`src/rtl/fetch_queue_unit.sv`:
```
// Instruction fetch unit: one-outstanding-request memory FSM feeding a
// small prefetch queue of {instr, pc_next} entries toward decode.
//
// Ports:
//   clk, rst_n            clock, synchronous active-low reset
//   redirect_valid/pc     flush queue and restart fetch at redirect_pc
//   halt                  block new fetches; an outstanding one completes
//   imem_req/addr         read request, address held until imem_done
//   imem_done/rdata       read response
//   instr_valid/ready     head-of-queue handshake toward decode
//   instr, instr_pc_next  head instruction and its PC + PC_STEP
//   count                 queue occupancy
//
// Optional feature: define FETCH_QUEUE_BYPASS_EN to forward a response
// straight to decode in the cycle it arrives when the queue is empty.
module fetch_queue_unit #(
  parameter int PC_WIDTH = 16,
  parameter int INSTR_WIDTH = 16,
  parameter int DEPTH = 4,
  parameter int PC_STEP = 2,
  parameter logic [PC_WIDTH-1:0] RESET_PC = '0
) (
  input  logic                     clk,
  input  logic                     rst_n,
  input  logic                     redirect_valid,
  input  logic [PC_WIDTH-1:0]      redirect_pc,
  input  logic                     halt,
  output logic                     imem_req,
  output logic [PC_WIDTH-1:0]      imem_addr,
  input  logic                     imem_done,
  input  logic [INSTR_WIDTH-1:0]   imem_rdata,
  output logic                     instr_valid,
  input  logic                     instr_ready,
  output logic [INSTR_WIDTH-1:0]   instr,
  output logic [PC_WIDTH-1:0]      instr_pc_next,
  output logic [$clog2(DEPTH):0]   count
);

  localparam int AW = $clog2(DEPTH);
  localparam int CW = AW + 1;
  localparam logic [CW-1:0] FULL = CW'(DEPTH);
  localparam logic [PC_WIDTH-1:0] STEP = PC_WIDTH'(PC_STEP);

  typedef enum logic [1:0] {
    IDLE,
    WAIT,
    SQUASH
  } state_t;

  state_t state_q, state_d;

  logic [PC_WIDTH-1:0]    fetch_pc_q;
  logic [PC_WIDTH-1:0]    req_pc_q;
  logic [AW-1:0]          wr_ptr_q;
  logic [AW-1:0]          rd_ptr_q;
  logic [CW-1:0]          count_q;
  logic [INSTR_WIDTH-1:0] instr_mem [DEPTH];
  logic [PC_WIDTH-1:0]    pcn_mem [DEPTH];

  logic q_valid;
  logic resp_ok;
  logic fetch_start;
  logic push;
  logic pop;
  logic [PC_WIDTH-1:0] resp_pcn;

  assign q_valid = (count_q != '0);
  assign resp_pcn = req_pc_q + STEP;

  // Occupancy alone gates a new fetch: we only leave IDLE with a free
  // slot, and only one request is ever in flight, so the slot stays
  // reserved for its response.
  assign fetch_start = (state_q == IDLE) && !halt
                    && !redirect_valid && (count_q < FULL);

  // A response counts only in WAIT and only if no redirect kills it.
  assign resp_ok = (state_q == WAIT) && imem_done && !redirect_valid;

  // The head shown alongside a redirect is not consumed.
  assign pop = q_valid && instr_ready && !redirect_valid;

  assign imem_req  = (state_q != IDLE);
  // req_pc_q, not fetch_pc_q: a redirect while a request is in flight
  // moves fetch_pc, but the bus address must stay put until imem_done.
  assign imem_addr = req_pc_q;
  assign count     = count_q;

`ifdef FETCH_QUEUE_BYPASS_EN
  logic bypass_hit;

  assign bypass_hit    = resp_ok && !q_valid;
  assign instr_valid   = q_valid || bypass_hit;
  assign instr         = bypass_hit ? imem_rdata : instr_mem[rd_ptr_q];
  assign instr_pc_next = bypass_hit ? resp_pcn : pcn_mem[rd_ptr_q];
  assign push          = resp_ok && !(bypass_hit && instr_ready);
`else
  assign instr_valid   = q_valid;
  assign instr         = instr_mem[rd_ptr_q];
  assign instr_pc_next = pcn_mem[rd_ptr_q];
  assign push          = resp_ok;
`endif

  always_comb begin
    state_d = state_q;
    unique case (state_q)
      IDLE: begin
        if (fetch_start) state_d = WAIT;
      end
      WAIT: begin
        if (imem_done) state_d = IDLE;
        else if (redirect_valid) state_d = SQUASH;
      end
      SQUASH: begin
        if (imem_done) state_d = IDLE;
      end
      default: state_d = IDLE;
    endcase
  end

  always_ff @(posedge clk) begin
    if (!rst_n) begin
      state_q    <= IDLE;
      fetch_pc_q <= RESET_PC;
      req_pc_q   <= RESET_PC;
      wr_ptr_q   <= '0;
      rd_ptr_q   <= '0;
      count_q    <= '0;
    end else begin
      state_q <= state_d;
      if (fetch_start) req_pc_q <= fetch_pc_q;
      if (redirect_valid) begin
        fetch_pc_q <= redirect_pc;
        wr_ptr_q   <= '0;
        rd_ptr_q   <= '0;
        count_q    <= '0;
      end else begin
        if (resp_ok) fetch_pc_q <= fetch_pc_q + STEP;
        if (push) wr_ptr_q <= wr_ptr_q + 1'b1;
        if (pop) rd_ptr_q <= rd_ptr_q + 1'b1;
        if (push && !pop) count_q <= count_q + 1'b1;
        else if (pop && !push) count_q <= count_q - 1'b1;
      end
    end
  end

  always_ff @(posedge clk) begin
    if (rst_n && push) begin
      instr_mem[wr_ptr_q] <= imem_rdata;
      pcn_mem[wr_ptr_q]   <= resp_pcn;
    end
  end

endmodule

```
`config.mk`:
```
export PLATFORM = sky130hd
export DESIGN_NAME = fetch_queue_unit
export DESIGN_NICKNAME = d
export VERILOG_FILES = /design/src/rtl/fetch_queue_unit.sv
export SDC_FILE = /design/constraint.sdc
export NUM_CORES = 1
export LEC_CHECK = 0
export BUFFER_PORTS_ARGS = -buffer_cell sky130_fd_sc_hd__buf_2
export CORE_MARGIN = 2
export CORE_UTILIZATION = 57
export DETAILED_ROUTE_END_ITERATION = 16
export PLACE_DENSITY = 0.8
export SYNTH_ARGS = -nofsm -noshare
export SYNTH_HDL_FRONTEND = slang
export SYNTH_SLANG_ARGS = --single-unit
```
`constraint.sdc`:
```
create_clock -name clk -period 3.1 [get_ports clk]
set_clock_uncertainty 0.1 [all_clocks]
set_input_delay 0.62 -clock clk [delete_from_list [all_inputs] [get_ports clk]]
set_output_delay 0.62 -clock clk [all_outputs]
set_load 0.02 [all_outputs]
```
# [Yosys cells after proc, flatten, opt, wreduce, memory -nomap -nowiden]
# Memory sizes are Yosys's and may differ from the RTL's. A register that Yosys moved wholly into a read port is not among the register bits.
# Index checks and enable logic that the tools add are counted.
[classes] addsub=6 mul=0 div=0 n_lt_le_gt_ge=1 eq_ne=5 n_shift=0 mux=15 bitwise_logic=1 n_reduce_logical=21
[op_table] operator="16-bit by 2-bit adder with 16-bit output (second input constant)" n=2
[op_table] operator="16-bit two-way mux" n=2
[op_table] operator="2-bit two-way mux" n=8
[op_table] operator="1-bit logical AND" n=10
[op_table] operator="3-bit two-way mux" n=2
[op_table] operator="2-bit one-hot mux with 3 select lines" n=1
[op_table] operator="2-bit nonzero test" n=3
[op_table] operator="2-bit by 1-bit adder with 2-bit output (second input constant)" n=2
[op_table] operator="1-bit zero test" n=4
[op_table] operator="2-bit != test (second input constant)" n=2
[op_table] operator="3-bit by 1-bit adder with 3-bit output (second input constant)" n=1
[op_table] operator="3-bit less-than comparator (second input constant)" n=1
[op_table] operator="3-bit != test (second input constant)" n=1
[op_table] operator="3-bit AND reduction" n=1
[op_table] operator="3-bit nonzero test" n=1
[op_table] operator="3-bit by 1-bit subtractor with 3-bit output (second input constant)" n=1
[op_table] operator="2-bit by 1-bit equality test with 1-bit output (second input constant)" n=1
[op_table] operator="2-bit equality test (second input constant)" n=1
[op_table] operator="2-bit zero test" n=1
[op_table] operator="1-bit two-way mux" n=2
[op_table] operator="2-bit OR reduction" n=1
[op_table] operator="1-bit inverter" n=1
[totals] regBits=41 latchBits=0 mem_bits_rw=128 mem_bits_ro=0 in_bits=38 out_inout_bits=53 word_cells=57 mem_count=2
[memory_table] memory="instr_mem" depth=4 width=16 read_ports=1 rd_ports_with_merged_regs=1 write_ports=1 line="57" source="logic [INSTR_WIDTH-1:0] instr_mem [DEPTH];"
[memory_table] memory="pcn_mem" depth=4 width=16 read_ports=1 rd_ports_with_merged_regs=1 write_ports=1 line="58" source="logic [PC_WIDTH-1:0] pcn_mem [DEPTH];"

# [Longest topological paths before layout]
# Gate-level depths: netlist of the first run.
[depth] word_depth=7 depth_mapped=9

# [Worst setup path before layout of the first run]
# OpenSTA, ideal clock, no wires.
[synth_timing] path_kind="input to register" from="in rst_n" to="mem instr_mem[0][0], enable pin" setup_ns=0.392 arrival_ns=2.022 t_required_ns=2.608 path_slack_ns=0.586 path_stages=4 path_buffers=1 cell_sequence="clkbuf_1 -> nand2_1 -> nor2_1 -> and2_1"
[synth_between] elab_chain_cells=3
[synth_lines] element="start, declared" line="24" source="input logic rst_n,"
[synth_lines] element="1-bit logical AND" line="147" source="if (rst_n && push) begin"
[synth_lines] element="1-bit two-way mux" line="147"
[synth_lines] element="1-bit two-way mux (not written as such)" line="148" source="instr_mem[wr_ptr_q] <= imem_rdata;"
[synth_lines] element="end, declared" line="57"
# Every way passes these cells.

==> results of run 1 <==
-- sequential cells by signal, indices dropped and copies added (netlist names), named ones only --
signal,flops
count,3
fetch_pc_q,16
imem_addr,16
instr_mem,64
pcn_mem,64
rd_ptr_q,2
state_q,2
wr_ptr_q,2
-- layer usage --
layer | track usage | wire, microns | up-vias
li1 | - | - | 1789
met1 | 0.2566 | 5251 | 1874
met2 | 0.3373 | 6172 | 116
met3 | 0.05473 | 707 | 16
met4 | 0.06992 | 178 | 0
met5 | 0 | 0 | -
-- cells in the mapped netlist (all sizes together) --
cell type	count
xnor2	17
fa	1
nor2b	18
and2	5
o21ai	13
xor2	13
and4	1
or3	2
mux2	1
nand2b	1
nor4b	1
nand4	7
o211a	2
a211oi	1
nand3b	1
clkbuf	9
clkinv	1
nor3b	2
buf	10
inv	6
and3	2
nor2	16
edfxtp	128
mux2i	21
or2	1
mux4	32
a32oi	1
nand3	12
nand2	12
nor3	7
nand4b	1
a21oi	12
dfxtp	43
ha	7
nor4	7
-- final timing paths --
check                 from         endpoint  cells after the start
min reg2reg     state_q[1]       state_q[0]                      1
max reg2reg       count[2]         count[2]                      8
max                   flop        instr[10]                      3
min          imem_rdata[5]  instr_mem[1][5]                      1
-- cells in the final DEF, fill, tap and decap left out, types with 3 or more instances in the layout --
cell	Yosys	routed
nor4_2	6	5
edfxtp_1	128	128
xnor2_1	17	17
clkinv_2	0	3
buf_2	4	90
ha_1	7	7
nand2_1	12	12
dfxtp_1	43	42
mux4_2	32	32
nor3_1	7	7
o21ai_0	13	13
nor2_1	16	16
xor2_1	13	13
mux2i_1	21	21
nand4_1	6	6
clkbuf_16	0	17
buf_4	1	6
clkinv_1	1	4
inv_1	6	6
nor2b_1	18	18
and2_1	5	5
buf_12	1	4
bufinv_16	0	3
a21oi_1	12	12
nand3_1	12	12
-- power by group --
group | switching (mW) | total [mW] | internal (mW)
clock network | 0.824 | 2.08 | 1.25
registers | 0.0354 | 2.51 | 2.48
logic | 0.0918 | 0.163 | 0.0714
total | 0.951 | 4.75 | 3.80
-- through the flow --
step | hold slack [ns] | setup slack (ns) | area [sq um] | cells | util
2_1_floorplan | 0.3491 | 0.5857 | 6897 | 414 | -
3_3_place_gp | 0.3651 | 0.6247 | 7555 | 642 | 0.6342
3_5_place_dp | 0.3796 | 0.5307 | 7555 | 642 | 0.6342
4_1_cts | 0.3020 | 0.2163 | 8138 | 674 | 0.6832
5_1_grt | 0.3141 | 0.1355 | 8138 | 674 | 0.6832
6_report | 0.3122 | 0.2848 | 8138 | 674 | 0.6832
-- cells by family (layout without fill, tap and decap cells) --
logic type                 Yosys count  in the layout  synth area share
DFF                                171            171            0.6821
and+or+nand+nor                     96             96           0.08418
muxes                               54             54            0.1366
xor gates and xnor gates            30             30           0.03810
AOI/OAI and AO/OA                   29             29           0.02340
buffers and inverters               26            139           0.01996
adders and majority gates            8              8           0.01560
-- area by class of cell --
| class | count | area [sq um] |
|---|---|---|
| clock inverter | 14 | 153.9 |
| multi-input combinational | 217 | 2063 |
| clock buffer | 18 | 429.2 |
| tap | 147 | 183.9 |
| fill | 808 | 3774 |
| inverter | 7 | 26.28 |
| sequential | 171 | 4706 |
| timing repair buffer | 100 | 575.6 |
==> summary.md, run 1 <==
| Metric | Value |
|---|---|
| Post-route setup TNS | `0 ns` |
| Starting density of the core | `0.5790` |
| Final Setup Violations | `0` |
| H-tree levels | `4` |
| Number of global-route vias before repair | `3791` |
| Cell Area, Synth | `6897 sq um` |
| Share of layout cells above drive strength 1 | `0.3245` |
| Cell variety after synth | `41` |
| Routed wire per std cell | `18.26 microns` |
| Total Routing Usage GR | `0.2016` |
| HP Class | `primary input to flop` |
| GRT overflow | `0` |
| Vias/cell | `5.631` |
| Initial antenna violation count | `0` |
| Synth-to-layout area growth | `18.00%` |
| Max Fclk | `355.2 MHz` |
| Cells after Synth | `414` |
| Min cycle time layout | `2.815 ns` |
| Worst R2R Setup Slack | `0.77 ns` |
| Core Area | `11910 sq um` |
| PostCTS Resize Cnt | `0` |
| Detailed Place HPWL | `7912 microns` |
| Critical Path AT | `2.10 ns` |
| Leak | `2.877 nW` |
| CP max stage delay | `0.61 ns` |
| Worst slew pin tran | `0.5169 ns` |
| Hold buffer count at cts | `0` |
| Yosys top cell by area | `edfxtp_1` |
| Clk Latency, worst-skew pair | `0.42 ns` |
| Seq/Total Area, Yosys | `0.6821` |
| CP max-delay cell | `dfxtp_2` |
| Pins Over Slew Limit | `0` |
| Drt pass-1 iters | `4` |
| I/O pin count | `91` |
| Critical Path RT | `2.38 ns` |
| VDD IR max | `302.1 uV` |
| TritonCTS Buffers | `17` |
| Final hold viol count | `0` |
| CP delay by family, top | `flip-flops` |
| Status | `finished clean` |
| Final net count | `560` |
| Synth Area per Inst | `16.66 sq um` |
| Die footprint | `12990 sq um` |
| N_diodes | `0` |
| Clock Sinks | `171` |
| TritonCTS clock tree | `built` |
| Pin count of the biggest net entering global routing | `38` |
| RSZ-0062 raised after global routing | `false` |
| Initial DRC Count | `270` |
| CP bufs+invs | `2` |
| Post CTS Setup Buffer Count | `0` |
| Yosys warns | `0` |
| Remaining routing DRC violations | `0` |
| Cell Pwr Density | `583.8 nW/um^2` |
| Worst setup SP type | `flop` |
| Critical path class | `flop to primary output` |
| Slew margin rel. | `0.6554` |
| Worst-path fanout max | `13` |
| Rows | `40` |
| DIE WIDTH | `114.0 microns` |
| Setup crit end kind | `primary output` |
| DR vias | `3795` |
| RePlAce Congestion | `0.8156` |
| Post-route ant nets | `0` |
| Largest cells by area after synthesis | `edfxtp_1, dfxtp_1, mux4_2, mux2i_1, xnor2_1` |
| Clk slew on worst S/H paths | `0.06 ns` |
| CTS Buffer Depth | `2` |
| Net count after synthesis | `460` |
| Max Cap Viol | `0` |
| Yosys top cell area share | `0.5573` |
| Final worst path period share | `0.9081` |
| Die Ht | `114.0 microns` |
| First-pass GRT wire length | `19470 microns` |
| Port Buffers | `90` |
| WL final | `12310 microns` |
| Root Buffer | `clkbuf_16` |
| Total Power | `4.751 mW` |
| CP Cell Sequence | `buf_4 -> mux4_2 -> buf_2` |
| Flops & latches, synth | `171` |
Note: power is estimated with default switching activity, not from simulation.
==> run 2, diff against run 1 <==
--- a/config.mk
+++ b/config.mk
@@ -8,8 +8,10 @@
 export BUFFER_PORTS_ARGS = -buffer_cell sky130_fd_sc_hd__buf_2
 export CORE_MARGIN = 2
 export CORE_UTILIZATION = 57
+export CTS_CLUSTER_SIZE = 10
 export DETAILED_ROUTE_END_ITERATION = 16
 export PLACE_DENSITY = 0.8
+export SLEW_MARGIN = 10
 export SYNTH_ARGS = -nofsm -noshare
 export SYNTH_HDL_FRONTEND = slang
 export SYNTH_SLANG_ARGS = --single-unit
==> constraint.sdc (replaced) <==
create_clock -name clk -period 2.9 [get_ports clk]
set_clock_uncertainty 0.1 [all_clocks]
set_input_delay 0.58 -clock clk [delete_from_list [all_inputs] [get_ports clk]]
set_output_delay 0.58 -clock clk [all_outputs]
set_load 0.02 [all_outputs]
==> run 2 against run 1 <==
Against the previous run: global-route usage up 0.31 points; setup slack improved by 0.16 ns; via count is 0.45% higher; cell count unchanged; clock power increased by 9%; flip-flop and latch count unchanged; critical endpoint is now instr_pc_next[1]; largest cell class unchanged.
==> summary.md, run 2 (same netlist as run 1, synthesis figures left out) <==
| Metric | Value |
|---|---|
| Status | `finished clean (unchanged)` |
| WL final | `12370 microns (was 12310 microns)` |
| Critical Path AT | `1.77 ns (was 2.10 ns)` |
| Port Buffers | `90 (unchanged)` |
| DR vias | `3812 (was 3795)` |
| Root Buffer | `clkbuf_16 (unchanged)` |
| N_diodes | `0 (unchanged)` |
| Worst setup SP type | `flop (unchanged)` |
| CTS Buffer Depth | `2 (unchanged)` |
| Hold buffer count at cts | `0 (unchanged)` |
| Pin count of the biggest net entering global routing | `38 (unchanged)` |
| Worst r2r src | `count[2] (unchanged)` |
| VDD IR max | `445.5 uV (was 302.1 uV)` |
| Leak | `2.884 nW (was 2.877 nW)` |
| Hold EP | `instr_mem[0][3] (was instr_mem[1][5])` |
| Max Fclk | `407.7 MHz` |
| R2R cell count | `8 (unchanged)` |
| Most frequent cells in the layout | `edfxtp_1, buf_2, dfxtp_1 (unchanged)` |
| Initial antenna violation count | `0 (unchanged)` |
| Cell Pwr Density | `628.5 nW/um^2 (was 583.8 nW/um^2)` |
| I/O pin count | `91 (unchanged)` |
| TritonCTS clock tree | `built (unchanged)` |
| Routed wire per std cell | `18.35 microns (was 18.26 microns)` |
| Core Area | `11910 sq um (unchanged)` |
| RSZ-0062 raised after global routing | `false (unchanged)` |
| Remaining routing DRC violations | `0 (unchanged)` |
| TritonCTS Buffers | `17 (unchanged)` |
| Number of global-route vias before repair | `3852 (was 3791)` |
| Worst R2R Setup Slack | `0.58 ns (was 0.77 ns)` |
| RR Endpoint | `count[2] (unchanged)` |
| Share of layout cells above drive strength 1 | `0.3131 (was 0.3245)` |
| Hold path cells | `1 (unchanged)` |
| Final net count | `560 (unchanged)` |
| Post-route setup TNS | `0 ns (unchanged)` |
| Critical path class | `flop to primary output (unchanged)` |
| Commonest non-fill, non-tap cell in the layout | `edfxtp_1 (unchanged)` |
| Place WS | `0.3733 ns (was 0.5307 ns)` |
| RePlAce Congestion | `0.7782 (was 0.8156)` |
| Clock Sinks | `171 (unchanged)` |
| Hold Worst Slack | `0.2731 ns (was 0.3122 ns)` |
| Placed cell area | `7567 sq um (was 7555 sq um)` |
| Largest registers | `instr_mem x64, pcn_mem x64 (unchanged)` |
| Setup crit end kind | `primary output (unchanged)` |
| DIE WIDTH | `114.0 microns (unchanged)` |
| Detailed Place HPWL | `7821 microns (was 7912 microns)` |
| Worst-path fanout max | `32 (was 13)` |
| Vias/cell | `5.656 (was 5.631)` |
| Final hold viol count | `0 (unchanged)` |
| Post-route ant nets | `0 (unchanged)` |
| Post-route worst setup slack | `0.4472 ns (was 0.2848 ns)` |
| H-tree levels | `4 (unchanged)` |
| Min-delay src | `imem_rdata[3] (was imem_rdata[5])` |
| Final worst path period share | `0.8458` |
| Synth-to-layout area growth | `18.31% (was 18.00%)` |
| Die Ht | `114.0 microns (unchanged)` |
| Max Cap Viol | `0 (unchanged)` |
| Slew margin rel. | `0.6632 (was 0.6554)` |
| Worst slew pin tran | `0.5052 ns (was 0.5169 ns)` |
| Rows | `40 (unchanged)` |
| Die footprint | `12990 sq um (unchanged)` |
| Pins Over Slew Limit | `0 (unchanged)` |
| GRT overflow | `0 (unchanged)` |
| Initial DRC Count | `329 (was 270)` |
| Clk slew on worst S/H paths | `0.06 ns (about the same)` |
| Total Routing Usage GR | `0.2047 (was 0.2016)` |
| Fillers | `833 (was 808)` |
| First-pass GRT wire length | `19840 microns (was 19470 microns)` |
| Final Cell Area | `8159 sq um (was 8138 sq um)` |
| Post CTS Setup Buffer Count | `0 (unchanged)` |
| Final Setup Violations | `0 (unchanged)` |
| Starting density of the core | `0.5790 (unchanged)` |
| PostCTS Resize Cnt | `0 (unchanged)` |
| Clk Latency, worst-skew pair | `0.42 ns (about the same)` |
| HP Class | `primary input to flop (unchanged)` |
| Drt pass-1 iters | `4 (unchanged)` |
| Critical Path RT | `2.22 ns (was 2.38 ns)` |
| Min cycle time layout | `2.453 ns` |
==> run 2: cell count changes in the layout (fill, tap and decap cells not counted) <==
| cell | before | now |
|---|---|---|
| bufinv_16 | 3 | 4 |
| clkinv_4 | 2 | 1 |
| buf_12 | 4 | 5 |
| clkinv_2 | 3 | 0 |
| clkbuf_1 | 1 | 5 |
| clkinvlp_2 | 1 | 0 |
| clkinvlp_4 | 2 | 0 |
| clkinv_1 | 4 | 6 |
| buf_4 | 6 | 5 |
==> run 2: worst max path at each step <==
stage,from,end,slack [ns],cells after the start
6_report,flop,instr_pc_next[1],0.45,3
5_1_grt,flop,instr_pc_next[8],0.37,3
4_1_cts,flop,instr_pc_next[1],0.40,3
3_5_place_dp,redirect_valid,count[2],0.37,9
3_3_place_gp,redirect_valid,count[2],0.44,9
2_1_floorplan,rst_n,instr_mem[0][0],0.43,4
==> run 2: final cells by class <==
type | instances | area (sq um) | share of cell area
clock buffer | 22 | 444.2 | 0.05444
tap | 147 | 183.9 | 0.02254
sequential | 171 | 4706 | 0.5768
inverter | 7 | 26.28 | 0.003220
multi-input combinational | 217 | 2063 | 0.2529
clock inverter | 10 | 147.6 | 0.01810
timing repair buffer | 100 | 588.1 | 0.07207
==> run 2: routing by layer <==
metal,vias up,wire (microns),track usage
li1,1792,-,-
met1,1897,5278,0.2574
met2,111,6206,0.3385
met3,12,693,0.06217
met4,0,187,0.07561
met5,-,0,0
==> run 2: report_power, final <==
group / total, mW / internal [mW] / switching (mW)
logic: 0.175 / 0.0772 / 0.0980
clock network: 2.27 / 1.43 / 0.839
registers: 2.69 / 2.65 / 0.0390
==> run 2: through the flow <==
step,power (mW),utilization,cells
after floorplan,2.840,-,414
after global placement,2.904,0.6353,642
after detailed placement,2.913,0.6353,642
after CTS,5.161,0.6850,674
after global routing,5.286,0.6850,674
final,5.128,0.6850,674
==> run 2: critical path, stage by stage (launching register included) <==
cell and delay, ns:
dfxtp_2 0.34, buf_12 0.25, mux4_2 0.56, buf_2 0.18
==> run 3, diff against run 2 <==
==> constraint.sdc (replaced) <==
create_clock -name clk -period 2.4 [get_ports clk]
set_clock_uncertainty 0.1 [all_clocks]
set_input_delay 0.48 -clock clk [delete_from_list [all_inputs] [get_ports clk]]
set_output_delay 0.48 -clock clk [all_outputs]
set_load 0.02 [all_outputs]
==> run 3 against run 2 <==
Against the previous run: setup slack got worse by 0.37 ns; flip-flop and latch count did not move; sequential power rose by 20%; combinational power rose by 27%; die area did not move; cell area rose by 0.92%; critical path type unchanged.
==> summary.md, run 3 (same netlist as run 1, synthesis figures left out) <==
| Metric | Value |
|---|---|
| Status | `finished clean (unchanged)` |
| RePlAce Congestion | `0.7746 (was 0.7782)` |
| N_diodes | `0 (unchanged)` |
| Initial DRC Count | `352 (was 329)` |
| DR vias | `3789 (was 3812)` |
| Routed wire per std cell | `18.76 microns (was 18.35 microns)` |
| Met2 Resource Use GR | `0.3468 (was 0.3385)` |
| Initial antenna violation count | `0 (unchanged)` |
| Post-route setup TNS | `0 ns (unchanged)` |
| Clk slew on worst S/H paths | `0.06 ns (about the same)` |
| Port Buffers | `90 (unchanged)` |
| H-tree levels | `4 (unchanged)` |
| CTS Buffer Depth | `2 (unchanged)` |
| Rows | `40 (unchanged)` |
| Post-route worst setup slack | `0.07944 ns (was 0.4472 ns)` |
| Multi-input logic area | `2063 sq um (unchanged)` |
| VDD IR max | `336.1 uV (was 445.5 uV)` |
| CP max stage delay | `0.51 ns (was 0.56 ns)` |
| HP Class | `primary input to flop (unchanged)` |
| Pin count of the biggest net entering global routing | `37 (was 38)` |
| Worst setup SP type | `flop (unchanged)` |
| Starting density of the core | `0.5790 (unchanged)` |
| Leak | `2.916 nW (was 2.884 nW)` |
| Final worst path period share | `0.9669` |
| Root Buffer | `clkbuf_16 (unchanged)` |
| Commonest non-fill, non-tap cell in the layout | `edfxtp_1 (unchanged)` |
| Number of global-route vias before repair | `3915 (was 3852)` |
| Most Crowded Layer GR | `met2 (unchanged)` |
| Dpl cells | `647 (was 642)` |
| RSZ-0062 raised after global routing | `false (unchanged)` |
| Drt pass-1 iters | `4 (unchanged)` |
| Die footprint | `12990 sq um (unchanged)` |
| Clk Latency, worst-skew pair | `0.42 ns (about the same)` |
| Fillers | `791 (was 833)` |
| Max Cap Viol | `0 (unchanged)` |
| Post-route ant nets | `0 (unchanged)` |
| CP Cell Sequence | `clkbuf_16 -> mux4_2 -> buf_2 (was buf_12 -> mux4_2 -> buf_2)` |
| Total Power | `6.098 mW (was 5.128 mW)` |
| Critical Path RT | `1.82 ns (was 2.22 ns)` |
| Sequential standard cell area | `4708 sq um (was 4706 sq um)` |
| TritonCTS clock tree | `built (unchanged)` |
| Detailed Place HPWL | `7845 microns (was 7821 microns)` |
| WL final | `12740 microns (was 12370 microns)` |
| Hold Worst Slack | `0.1809 ns (was 0.2731 ns)` |
| Vias/cell | `5.580 (was 5.656)` |
| DIE WIDTH | `114.0 microns (unchanged)` |
| Slew margin rel. | `0.7024 (was 0.6632)` |
| Pins Over Slew Limit | `0 (unchanged)` |
| Core Area | `11910 sq um (unchanged)` |
| Placed cell area | `7617 sq um (was 7567 sq um)` |
| Final net count | `567 (was 560)` |
| First-pass GRT wire length | `19730 microns (was 19840 microns)` |
| Die Ht | `114.0 microns (unchanged)` |
| Cell Pwr Density | `740.5 nW/um^2 (was 628.5 nW/um^2)` |
| Post CTS Setup Buffer Count | `0 (unchanged)` |
| Critical path class | `flop to primary output (unchanged)` |
| Met1 Use GR | `0.2498 (was 0.2574)` |
| Final Cell Area | `8234 sq um (was 8159 sq um)` |
| Largest registers | `instr_mem x64, pcn_mem x64 (unchanged)` |
| CP max-delay cell | `mux4_2 (unchanged)` |
| Total Routing Usage GR | `0.2040 (was 0.2047)` |
| Met3 Track Usage GR | `0.05154 (was 0.06217)` |
| Most frequent cells in the layout | `edfxtp_1, buf_2, dfxtp_1 (unchanged)` |
| Clock Sinks | `171 (unchanged)` |
| Place WS | `0.1376 ns (was 0.3733 ns)` |
| Worst slew pin tran | `0.4423 ns (was 0.5052 ns)` |
| TritonCTS Buffers | `17 (unchanged)` |
| Critical Path AT | `1.74 ns (was 1.77 ns)` |
| I/O pin count | `91 (unchanged)` |
| Remaining routing DRC violations | `0 (unchanged)` |
| Fin util | `0.6913 (was 0.6850)` |
| Synth-to-layout area growth | `19.39% (was 18.31%)` |
| CP bufs+invs | `2 (unchanged)` |
| Final Setup Violations | `0 (unchanged)` |
| Min cycle time layout | `2.321 ns` |
| Final hold viol count | `0 (unchanged)` |
| CP delay by family, top | `multiplexers (unchanged)` |
| Final Instance Count excl. Fillers | `679 (was 674)` |
| GRT overflow | `0 (unchanged)` |
| Share of layout cells above drive strength 1 | `0.3289 (was 0.3131)` |
| Max Fclk | `430.9 MHz` |
| Worst-path fanout max | `16 (was 32)` |
| Setup crit end kind | `primary output (unchanged)` |
==> run 3: cell count changes in the layout (fill, tap and decap cells not counted), sizes merged <==
cell	change
buf	+5
clkinv	-3
bufinv	-1
clkinvlp	+3
clkbuf	+1
==> run 3: timing repair <==
item | in CTS | in global routing
setup endpoints to repair | 1 | 24
hold buffers | 0 | 0
gates resized for setup | 0 | 1
cloned | 0 | 2
endpoints found under the hold margin | 0 | 0
pin swaps | 0 | 0
==> run 3: final cells by class <==
type                       instances  share of cell area
sequential                       171              0.5718
multi-input combinational        217              0.2506
timing repair buffer             107             0.08357
clock buffer                      21             0.05349
tap                              147             0.02234
clock inverter                     9             0.01504
inverter                           7            0.003191
==> run 3: power by group <==
group	internal [mW]	leakage, nW	switching, mW
clock network	1.61	0.266	1.02
logic	0.0982	1.14	0.124
registers	3.20	1.51	0.0430
==> run 3: worst paths after layout <==
| path | from | slack (ns) | endpoint | cells after the start |
|---|---|---|---|---|
| max | flop | 0.08 | instr_pc_next[5] | 3 |
| min | imem_rdata[4] | 0.18 | instr_mem[2][4] | 1 |
| max reg2reg | count[2] | 0.13 | count[2] | 8 |
| min reg2reg | state_q[1] | 0.39 | state_q[0] | 1 |
==> run 3: layer usage <==
layer,vias to the layer above,part of all wire,routed length [microns]
li1,1802,-,-
met1,1856,0.42,5342
met2,115,0.52,6588
met3,16,0.051,655
met4,0,0.012,154
met5,-,0,0
